--- src/rtl/exec_ctrl_pkg.sv ---
// Shared definitions for the execute controller: FSM encoding, instruction
// field positions and the NOP opcode.
package exec_ctrl_pkg;

   typedef enum logic [1:0] {
      ST_IDLE = 2'd0,
      ST_READ = 2'd1,
      ST_EXEC = 2'd2,
      ST_WB   = 2'd3
   } state_t;

   localparam int OP_LSB = 12;
   localparam int RW_LSB = 8;
   localparam int RA_LSB = 4;
   localparam int RB_LSB = 0;

   localparam logic [3:0] OP_NOP = 4'hF;

   function automatic logic [3:0] instr_field(input logic [15:0] i_instr, input int i_lsb);
      return i_instr[i_lsb +: 4];
   endfunction

endpackage

--- src/rtl/exec_ctrl_wait_cnt.sv ---
// 4-bit loadable down-counter; o_term flags the last cycle of a wait period.
module wait_cnt (
   input  logic       i_clk,
   input  logic       i_rst,
   input  logic       i_load,
   input  logic [3:0] i_load_val,
   input  logic       i_dec,
   output logic       o_term
);

   logic [3:0] r_cnt;

   always_ff @(posedge i_clk or posedge i_rst) begin
      if (i_rst) begin
         r_cnt <= 4'd0;
      end else if (i_load) begin
         r_cnt <= i_load_val;
      end else if (i_dec && (r_cnt != 4'd0)) begin
         r_cnt <= r_cnt - 4'd1;
      end
   end

   assign o_term = (r_cnt == 4'd1);

endmodule

--- src/rtl/exec_ctrl.sv ---
// Single-issue execute controller: fetches operands from the register file,
// drives the ALU, writes the result back and counts retired instructions.
module exec_ctrl
   import exec_ctrl_pkg::*;
#(
   parameter int RD_WAIT = 1,
   parameter int EX_WAIT = 2
) (
   input  logic        clk,
   input  logic        rst,
   input  logic        instr_valid,
   output logic        instr_ready,
   input  logic [15:0] instr,
   output logic [3:0]  rf_ra,
   output logic [3:0]  rf_rb,
   input  logic [15:0] rf_adat,
   input  logic [15:0] rf_bdat,
   output logic [3:0]  rf_rw,
   output logic        rf_wren,
   output logic [15:0] rf_wdat,
   output logic [15:0] alu_a,
   output logic [15:0] alu_b,
   output logic [3:0]  alu_op,
   input  logic [15:0] alu_result,
   output logic        done,
   output logic [15:0] retired_cnt
);

   localparam logic [3:0] RD_LOAD = 4'(RD_WAIT);
   localparam logic [3:0] EX_LOAD = 4'(EX_WAIT);

   state_t      r_state;
   logic [15:0] r_instr;
   logic        r_instr_ready;
   logic [3:0]  r_rf_rw;
   logic        r_rf_wren;
   logic [15:0] r_result;
   logic [15:0] r_alu_a;
   logic [15:0] r_alu_b;
   logic [3:0]  r_alu_op;
   logic        r_done;
   logic [15:0] r_retired_cnt;

   logic        w_accept;
   logic        w_term;
   logic        w_load;
   logic [3:0]  w_load_val;
   logic        w_dec;
   logic [3:0]  w_op;

   assign w_accept   = instr_valid && r_instr_ready;
   assign w_op       = instr_field(r_instr, OP_LSB);
   // One counter times both phases: loaded on accept for READ, on READ exit for EXEC.
   assign w_load     = ((r_state == ST_IDLE) && w_accept) || ((r_state == ST_READ) && w_term);
   assign w_load_val = (r_state == ST_IDLE) ? RD_LOAD : EX_LOAD;
   assign w_dec      = (r_state == ST_READ) || (r_state == ST_EXEC);

   wait_cnt u_wait_cnt (
      .i_clk      (clk),
      .i_rst      (rst),
      .i_load     (w_load),
      .i_load_val (w_load_val),
      .i_dec      (w_dec),
      .o_term     (w_term)
   );

   always_ff @(posedge clk or posedge rst) begin
      if (rst) begin
         r_state       <= ST_IDLE;
         r_instr       <= 16'd0;
         r_instr_ready <= 1'b1;
         r_rf_rw       <= 4'd0;
         r_rf_wren     <= 1'b0;
         r_result      <= 16'd0;
         r_alu_a       <= 16'd0;
         r_alu_b       <= 16'd0;
         r_alu_op      <= 4'd0;
         r_done        <= 1'b0;
         r_retired_cnt <= 16'd0;
      end else begin
         r_done    <= 1'b0;
         r_rf_wren <= 1'b0;
         case (r_state)
            ST_IDLE: begin
               if (w_accept) begin
                  r_instr       <= instr;
                  r_instr_ready <= 1'b0;
                  r_state       <= ST_READ;
               end
            end
            ST_READ: begin
               if (w_term) begin
                  r_alu_a  <= rf_adat;
                  r_alu_b  <= rf_bdat;
                  r_alu_op <= w_op;
                  r_state  <= ST_EXEC;
               end
            end
            ST_EXEC: begin
               // Write strobe and done are registered here so they line up with WB.
               if (w_term) begin
                  r_result      <= alu_result;
                  r_rf_rw       <= instr_field(r_instr, RW_LSB);
                  r_rf_wren     <= (w_op != OP_NOP);
                  r_done        <= 1'b1;
                  r_retired_cnt <= r_retired_cnt + 16'd1;
                  r_state       <= ST_WB;
               end
            end
            ST_WB: begin
               r_instr_ready <= 1'b1;
               r_state       <= ST_IDLE;
            end
            default: r_state <= ST_IDLE;
         endcase
      end
   end

   assign instr_ready = r_instr_ready;
   assign rf_ra       = instr_field(r_instr, RA_LSB);
   assign rf_rb       = instr_field(r_instr, RB_LSB);
   assign rf_rw       = r_rf_rw;
   assign rf_wren     = r_rf_wren;
   assign rf_wdat     = r_result;
   assign alu_a       = r_alu_a;
   assign alu_b       = r_alu_b;
   assign alu_op      = r_alu_op;
   assign done        = r_done;
   assign retired_cnt = r_retired_cnt;

endmodule

--- config.mk ---
export PLATFORM = sky130hd
export DESIGN_NAME = exec_ctrl
export DESIGN_NICKNAME = d
export VERILOG_FILES = /design/src/rtl/exec_ctrl_pkg.sv /design/src/rtl/exec_ctrl_wait_cnt.sv /design/src/rtl/exec_ctrl.sv
export SDC_FILE = /design/constraint.sdc
export NUM_CORES = 1
export LEC_CHECK = 0
export CAP_MARGIN = 20
export CORE_MARGIN = 3
export CORE_UTILIZATION = 44
export DETAILED_ROUTE_END_ITERATION = 8
export PLACE_DENSITY_LB_ADDON = 0.15
export SETUP_SLACK_MARGIN = 0.1
export SLEW_MARGIN = 10
export SYNTH_ARGS = -nofsm -noshare
export SYNTH_HDL_FRONTEND = slang
export SYNTH_HIERARCHICAL = 1
export SYNTH_SLANG_ARGS = --single-unit
--- constraint.sdc ---
create_clock -name clk -period 3.39 [get_ports clk]
set_input_delay 0.678 -clock clk [delete_from_list [all_inputs] [get_ports clk]]
set_output_delay 0.678 -clock clk [all_outputs]
set_load 0.005 [all_outputs]
### Word level (Yosys, flattened, before mapping)

Index checks and enable logic that the tools add are counted.

| operators by class | value |
|---|---|
| add/sub/neg operators | 2 |
| $mul | 0 |
| div/mod/pow operators | 0 |
| magnitude comparators | 0 |
| equal/unequal tests | 8 |
| shift operators | 0 |
| muxes and demuxes | 13 |
| bitwise gates (word level) | 0 |
| reduce and logical (&&, ||, !) cells | 15 |

Operator list:

| cell | count |
|---|---|
| adder 16 x 1 -> 16 bit (second input constant) | 1 |
| two-way mux 2 bit | 4 |
| two-way mux 4 bit | 2 |
| case mux 2 bit (4 select lines) | 1 |
| AND reduction 2 bit | 4 |
| != test 2 bit (second input constant) | 3 |
| two-way mux 1 bit | 5 |
| == test 2 bit (second input constant) | 2 |
| == test 4 x 1 -> 1 bit (second input constant) | 1 |
| logical AND 1 bit | 4 |
| != test 4 bit (second input constant) | 1 |
| nonzero test 2 bit | 2 |
| nonzero test 4 bit | 1 |
| subtractor 4 x 1 -> 4 bit (second input constant) | 1 |
| AND reduction 3 bit | 1 |
| == test 2 x 1 -> 1 bit (second input constant) | 1 |
| logical NOT 2 bit | 1 |
| logical OR 1 bit | 2 |
| case mux 1 bit (2 select lines) | 1 |

| storage, ports and cells | value |
|---|---|
| bits in registers | 97 |
| latch bits | 0 |
| bits in writable memories | 0 |
| memory bits (read-only) | 0 |
| input bits | 67 |
| output and inout port bits | 83 |
| word-level logic and storage cells | 50 |
| memories kept | 0 |

### Depth between registers and ports, before layout

Gate-level depths: netlist (run 1).

| logic depth | value |
|---|---|
| depth in word-level cells | 5 |
| mapped depth | 10 |
| depth with buffers taken out | 8 |

### Cells and area by module

Netlist (run 1), hierarchy kept.

Modules (own cells, without submodules):

| module | instances | cells an instance | area each (µm²) | seq. area each (µm²) |
|---|---|---|---|---|
| exec_ctrl | 1 | 245 | 3726.1 | 2328.5 |
| wait_cnt | 1 | 30 | 286.5 | 100.1 |

### Worst setup path before layout (run 1)

No wires, ideal clock.

| path | value |
|---|---|
| path kind | register to register |
| start | reg u_wait_cnt.r_cnt[1] |
| end | reg u_wait_cnt.r_cnt[3] |
| library setup time | 126 ps |
| arrival time | 2111 ps |
| required time | 3264 ps |
| path slack | 1153 ps |
| stages on the path, launching flop included | 10 |
| path buffers | 2 |
| clock period less this slack | 2237 ps |
| cells stage by stage | dfrtp_1 > inv_1 > ha_1 > nor3b_1 > nand2_2 > buf_2 > nand2_1 > buf_4 > nor3_1 > a221o_1 |

| between the ends | value |
|---|---|
| word-level cells in the longest chain between the ends | 4 |
| elaborated cells on any way between the ends | 9 |
| those cells by class | add/sub: 1; eq/ne: 1; mux: 2; reduce/logical: 5 |

RTL lines:

| element | RTL line | RTL |
|---|---|---|
| from (decl) | exec_ctrl_wait_cnt.sv:11 | `logic [3:0] r_cnt;` |
| from (signal assigned) | exec_ctrl_wait_cnt.sv:17 | `r_cnt <= i_load_val;` |
| from (signal assigned) | exec_ctrl_wait_cnt.sv:19 | `r_cnt <= r_cnt - 4'd1;` |
| == test 4 x 1 -> 1 bit (*) | exec_ctrl_wait_cnt.sv:23 | `assign o_term = (r_cnt == 4'd1);` |
| net w_term | exec_ctrl.sv:45 | `logic w_term;` |
| logical AND 1 bit (*) | exec_ctrl.sv:54 | `assign w_load = ((r_state == ST_IDLE) && w_accept) \|\| ((r_state == ST_READ) && w_term);` |
| logical OR 1 bit (*) | exec_ctrl.sv:54 |  |
| net w_load | exec_ctrl.sv:46 | `logic w_load;` |
| two-way mux 4 bit / nonzero test 2 bit (equally long branches) | n/a |  |

Mark *: on every way through the listed nets, which the timed path passes. The rest lies on a longest branch. The select of a mux whose other input is x is not followed.
A chain may end at the register's enable or synchronous reset.

### Worst setup path after layout (run 1)

| path | value |
|---|---|
| start | reg u_wait_cnt.r_cnt[1] |
| end | reg r_result[15] (netlist: rf_wdat[15]) |

| between the ends | value |
|---|---|
| word-level cells in the longest chain between the ends | 2 |

RTL lines:

| element | RTL line | RTL |
|---|---|---|
| == test 4 x 1 -> 1 bit | exec_ctrl_wait_cnt.sv:23 |  |
| net w_term | exec_ctrl.sv:45 |  |
| AND reduction 2 bit (no line) | n/a |  |
| to (signal assigned) | exec_ctrl.sv:102 | `r_result <= alu_result;` |
| to (decl) | exec_ctrl.sv:37 | `logic [15:0] r_result;` |

The timed path passes the listed nets, and every way through them passes these cells.

==> impl_metrics.csv, run 1 <==
group,metric,value,unit
run_status,status,"completed",
placement,dp_slack,0.809,ns
synth,post-synth-top-area-fraction,59.9,%
critical_path,crit_chain,"inv_1 -> ha_1 -> nor3b_1 -> buf_4 -> nand2_1 -> inv_1 -> buf_4 -> mux2_2",
die,dieArea,10300,sq um
die,start_util,45.6,%
synth,synth.avg_cell_area,14.6,sq um
sta,timing.slew.headroom,66.3,%
clock_network,cts_resized,0,
sta,tightest_slew,0.505,ns
clock_network,clkSinkCount,97,
synth,synth_cell_types,34,
grt,grt.total_usage,16.9,%
placement,place_hpwl,6090,microns
critical_path,critPathKind,"flop to flop",
routing,drtIter0Drc,62,
synth,synth_edf_count,0,
critical_path,r2r_slack,1.11,ns
cells_and_area,drive_gt1_share,23.8,%
synth,yosys_warnings,6,
critical_path,path_max_fanout,12,
synth,syn_area,4010,sq um
synth,synth.most_common_cell,"dfrtp_1",
die,die_w,101,microns
die,fp.dieH,101,microns
clock_network,clk_latency,0.34,ns
grt,grt_pass1_wl,13500,microns
critical_path,rr_worst_depth,8,
clock_network,ctsHoldBuffers,0,
sta,maxSlewViolCount,0,
grt,grt_pass1_vias,2847,
sta,max_clock_freq,438,MHz
die,num_rows,34,
flow_run,max-cap-violations,0,
critical_path,r2r-start,"u_wait_cnt/r_cnt[1]",
cells_and_area,diodes,0,
clock_network,htree_levels,3,
critical_path,start_kind,"flop",
hold_path,hold_depth,1,
cells_and_area,nets,500,
clock_network,clockBufferDepth,2,
routing,ant_nets,0,
critical_path,slowest_stage,"dfrtp_1",
critical_path,cp_slowest_stage_delay,0.42,ns
routing,wirelength,8310,microns
clock_network,cts_made_buffers,9,
die,pin_count,150,
power,power,4.55,mW
routing,drc,0,
critical_path,cp.required,3.62,ns
sta,setup_viol,0,
routing,viasPerCell,4.93,
power,cellLeakagePower,2.56,nW
synth,ys.flop_type,"dfrtp_1",
cells_and_area,seq_area,2430,sq um
cells_and_area,multi_input_area,1450,sq um
placement,place_area,5590,sq um
clock_network,cts_setup_buffers,0,
clock_network,path_clk_slew,0.09,ns
placement,io_buffers,149,
hold_path,min_to,"retired_cnt[15]",
sta,hold_violations,0,
synth,synthArstFlopShare,100,%
sta,setup_tns,0,ns
cells_and_area,post-route-util,65.6,%
power,power.density,787,nW/um^2
power,ir_worst_vdd,0.000394,V
cells_and_area,final_cell_area,5780,sq um
cells_and_area,syn2layout_area_growth,44.0,%
critical_path,cp-startpoint,"u_wait_cnt/r_cnt[1]",
critical_path,reg2reg_to,"rf_wdat[15]",
sta,fin_crit,2.28,ns
synth,synthTopCellsByArea,"dfrtp_1 60%, mux2_2 21%, ha_1 2.5%",
placement,gp_congestion,0.775,
synth,ys_seq_elements,97,
cells_and_area,nFillCells,667,
sta,grt_setup_unrepaired,"false",
sta,worst_slack,1.11,ns
routing,wire_per_inst,15.5,microns
critical_path,worstPathArrival,2.51,ns
sta,fin_skew,0.0109,ns
grt,grt_max_degree,57,
die,coreArea,8810,sq um
grt,grt-ovfl-total,0,
clock_network,cts_tree,"yes",
synth,syn_inst,275,
routing,vias,2645,
hold_path,hp-start,"retired_cnt[15]",
grt,antenna_found_initial,0,
clock_network,cts_root_buf,"clkbuf_8",
synth,synth_top_area_cell,"dfrtp_1",
sta,fin_crit_sh,67.3,%
critical_path,end_kind,"flop",
synth,synth_sequential_area_ratio,60.5,%
hold_path,hp-class,"flop to flop",
routing,dr.pass1.iters,4,
synth,yosys-top-cells-count,"96 x dfrtp_1, 74 x mux2_2, 11 x buf_4, 11 x nand2_1, 9 x inv_1",
==> metrics by stage <==
| stage | instances | hold slack, ns |
|---|---|---|
| final | 537 | 0.484 |
| after global placement | 522 | 0.467 |
| after detailed placement | 522 | 0.470 |
| after CTS | 537 | 0.486 |
| after floorplan | 276 | 0.444 |
| after global routing | 537 | 0.504 |
==> worst max-delay path, delay by kind of cell, from the launching register on <==
| kind | cells | cell delay, ns |
|---|---|---|
| DFF | 1 | 0.42 |
| and+or+nand+nor | 2 | 0.27 |
| buffers and inverters | 4 | 0.98 |
| adders and majority gates | 1 | 0.13 |
| muxes | 1 | 0.36 |
==> layout by cell type, fill, tap and decap left out, types with 4 or more instances in the layout <==
cell type / instances
clkbuf_8: 10
ha_1: 8
xnor2_1: 7
dfrtp_1: 96
xor2_1: 8
nand2_1: 11
mux2_2: 74
nor2_1: 6
inv_1: 8
clkdlybuf4s50_1: 149
nand3_1: 5
a21oi_1: 4
==> cell families after synthesis <==
family / count (synthesis) / synth area share, %
xor gates and xnor gates: 15 / 3.27
and+or+nand+nor: 43 / 7.17
other: 1 / 0.0935
adders and majority gates: 8 / 2.49
DFF: 97 / 60.5
AOI/OAI and AO/OA: 11 / 1.78
muxes: 76 / 21.3
buffers and inverters: 24 / 3.40
==> state kept, by name (all words and copies together) (netlist names) <==
register,flops
alu_a,16
alu_b,16
alu_op,4
done,1
instr_ready,1
r_instr,16
r_state,2
retired_cnt,16
rf_rw,4
rf_wdat,16
rf_wren,1
u_wait_cnt/r_cnt,4
==> power by group <==
| part | switching [mW] | internal [mW] |
|---|---|---|
| Combinational | 0.607 | 1.27 |
| Clock | 0.384 | 0.361 |
| Sequential | 0.279 | 1.65 |
==> cell type report <==
cell class                      instances  share of cell area (%)
Tap cell                              108                    2.34
Sequential cell                        97                    42.0
Multi-Input combinational cell        155                    25.1
Inverter                                9                   0.628
Clock inverter                          4                   0.909
Timing Repair Buffer                  153                    26.5
Clock buffer                           11                    2.45
==> routing by layer <==
metal	vias up	share of wire [%]	track usage, %
met3	7	8.5	5.65
met2	91	50	27.6
met4	0	1.3	6.85
met5	-	0	0
met1	1302	40	20.6
li1	1245	-	-
==> worst max path at each step <==
stage                                endpoint  depth (start not counted)
after global placement    u_wait_cnt/r_cnt[3]                          5
after global routing              rf_wdat[15]                          8
after detailed placement  u_wait_cnt/r_cnt[3]                          5
final                             rf_wdat[15]                          8
after CTS                         rf_wdat[15]                          8
after floorplan                      alu_a[0]                          1
No activity file was read; power rests on OpenSTA's default activity.
==> inputs of run 2 (changes only) <==
==> constraint.sdc (replaced) <==
create_clock -name clk -period 2.3 [get_ports clk]
set_input_delay 0.46 -clock clk [delete_from_list [all_inputs] [get_ports clk]]
set_output_delay 0.46 -clock clk [all_outputs]
set_load 0.005 [all_outputs]
==> impl_metrics.csv, run 2 (synthesis results as in run 1) <==
group,metric,value,unit
critical_path,crit_family,"simple AND/OR/NAND/NOR gates",
routing,drc,0,
sta,maxSlewViolCount,0,
sta,setup_viol,0,
cells_and_area,syn2layout_area_growth,44.6,%
routing,wirelength,8200,microns
clock_network,clockBufferDepth,2,
sta,fin_crit,1.97,ns
die,coreArea,8810,sq um
cells_and_area,final_cell_mix,"149 x clkdlybuf4s50_1, 96 x dfrtp_1, 74 x mux2_2",
hold_path,hp-class,"input pin to asynchronous set/reset pin",
critical_path,worstPathArrival,2.21,ns
sta,setup_tns,0,ns
cells_and_area,final_cell_area,5800,sq um
die,start_util,45.6,%
routing,ant_nets,0,
critical_path,rr_worst_depth,7,
critical_path,slowest_stage,"dfrtp_1",
placement,dp_slack,0.305,ns
placement,gp_congestion,0.778,
critical_path,cp_num_buf_inv,3,
critical_path,cp_num_cells,7,
critical_path,cp_common_cell,"inv_1",
sta,hold_violations,0,
placement,place_area,5610,sq um
critical_path,end_kind,"flop",
sta,fin_skew,0.00912,ns
cells_and_area,finalNonFillerCells,538,
power,ir_worst_vdd,0.000584,V
cells_and_area,nets,502,
sta,worst_slack,0.332,ns
sta,fin_crit_sh,85.6,%
die,dieArea,10300,sq um
placement,place_hpwl,6100,microns
critical_path,crit_chain,"inv_1 -> ha_1 -> nor3b_2 -> nand2_1 -> inv_1 -> buf_4 -> mux2_2",
sta,grt_setup_unrepaired,"false",
critical_path,cp_slowest_stage_delay,0.42,ns
cells_and_area,nFillCells,685,
grt,grt_pass1_wl,13000,microns
critical_path,path_max_fanout,12,
die,die_w,101,microns
clock_network,cts_root_buf,"clkbuf_8",
routing,wire_per_inst,15.2,microns
routing,drtIter0Drc,51,
power,power.density,1150,nW/um^2
run_status,status,"completed",
cells_and_area,final_common_cell,"clkdlybuf4s50_1",
cells_and_area,post-route-util,65.9,%
cells_and_area,multi_input_area,1460,sq um
cells_and_area,seq_area,2430,sq um
routing,dr.pass1.iters,4,
grt,antenna_found_initial,0,
routing,vias,2648,
critical_path,start_kind,"flop",
clock_network,clk_latency,0.35,ns
clock_network,cts_tree,"yes",
die,fp.dieH,101,microns
placement,io_buffers,149,
critical_path,critPathKind,"flop to flop",
sta,max_clock_freq,508,MHz
placement,dpl.cell_count,524,
die,num_rows,34,
die,pin_count,150,
clock_network,cts_made_buffers,9,
sta,timing.slew.headroom,58.8,%
power,cellLeakagePower,2.56,nW
cells_and_area,diodes,0,
clock_network,clkSinkCount,97,
grt,grt_pass1_vias,2654,
flow_run,max-cap-violations,0,
grt,grt_max_degree,52,
grt,grt-ovfl-total,0,
cells_and_area,drive_gt1_share,24.7,%
routing,viasPerCell,4.92,
critical_path,cp.required,2.54,ns
sta,tightest_slew,0.617,ns
grt,grt.total_usage,16.3,%
clock_network,path_clk_slew,0.09,ns
clock_network,htree_levels,3,
## run 2: changes by cell type in the layout (fill, tap and decap cells not counted)
cell | before | now
nor3b_1 | 3 | 2
nand2_2 | 1 | 2
nor3b_2 | 0 | 1
inv_4 | 1 | 0
nand2_1 | 11 | 10
buf_4 | 3 | 5
clkinvlp_4 | 0 | 3
clkinv_2 | 1 | 0
clkinv_4 | 1 | 0
clkbuf_1 | 1 | 0
## run 2: worst paths after layout
path | start | end | slack, ns
setup reg to reg | u_wait_cnt/r_cnt[1] | rf_wdat[15] | 0.33
max in group asynchronous | rst | alu_a[0] | 1.17
hold / removal | rst | u_wait_cnt/r_cnt[2] | 0.37
hold reg to reg | retired_cnt[15] | retired_cnt[15] | 0.48
setup / recovery | u_wait_cnt/r_cnt[1] | rf_wdat[15] | 0.33
min in group clk | retired_cnt[15] | retired_cnt[15] | 0.48
## run 2: power by group
group          total [mW]  switching, mW  internal (mW)
Combinational        2.76          0.885           1.87
Clock                1.09          0.565          0.524
Sequential           2.85          0.413           2.43
Total                6.69           1.86           4.83
## run 2: metrics by stage
step | total power, mW | hold slack [ns]
3_3_place_gp | 5.60 | 0.466
3_5_place_dp | 5.68 | 0.480
6_report | 6.69 | 0.372
2_1_floorplan | 4.18 | 0.226
4_1_cts | 6.80 | 0.359
5_1_grt | 7.16 | 0.397
## run 2: final cells by class
type                    instances  share of cell area, %
flip-flops and latches         97                   41.9
repair buffers                155                   26.7
multi-input cells             155                   25.2
clock buffers                  10                   2.37
well taps                     108                   2.33
clock inverters                 4                  0.928
inverters                       9                  0.647
## run 2: repair_timing
action,CTS,global route
resized for setup,0,1
hold buffers,0,0
endpoints found under the setup margin,0,1
buffers inserted,0,0
endpoints found under the hold margin,0,0
## run 2: metal layers
layer / share of wire [%] / wire length [microns] / vias to the layer above / track usage, %
met3: 6.2 / 510 / 10 / 4.27
li1: - / - / 1244 / -
met5: 0 / 0 / - / 0
met4: 1.8 / 149 / 0 / 7.06
met1: 42 / 3470 / 1309 / 20.6
met2: 50 / 4070 / 85 / 26.5
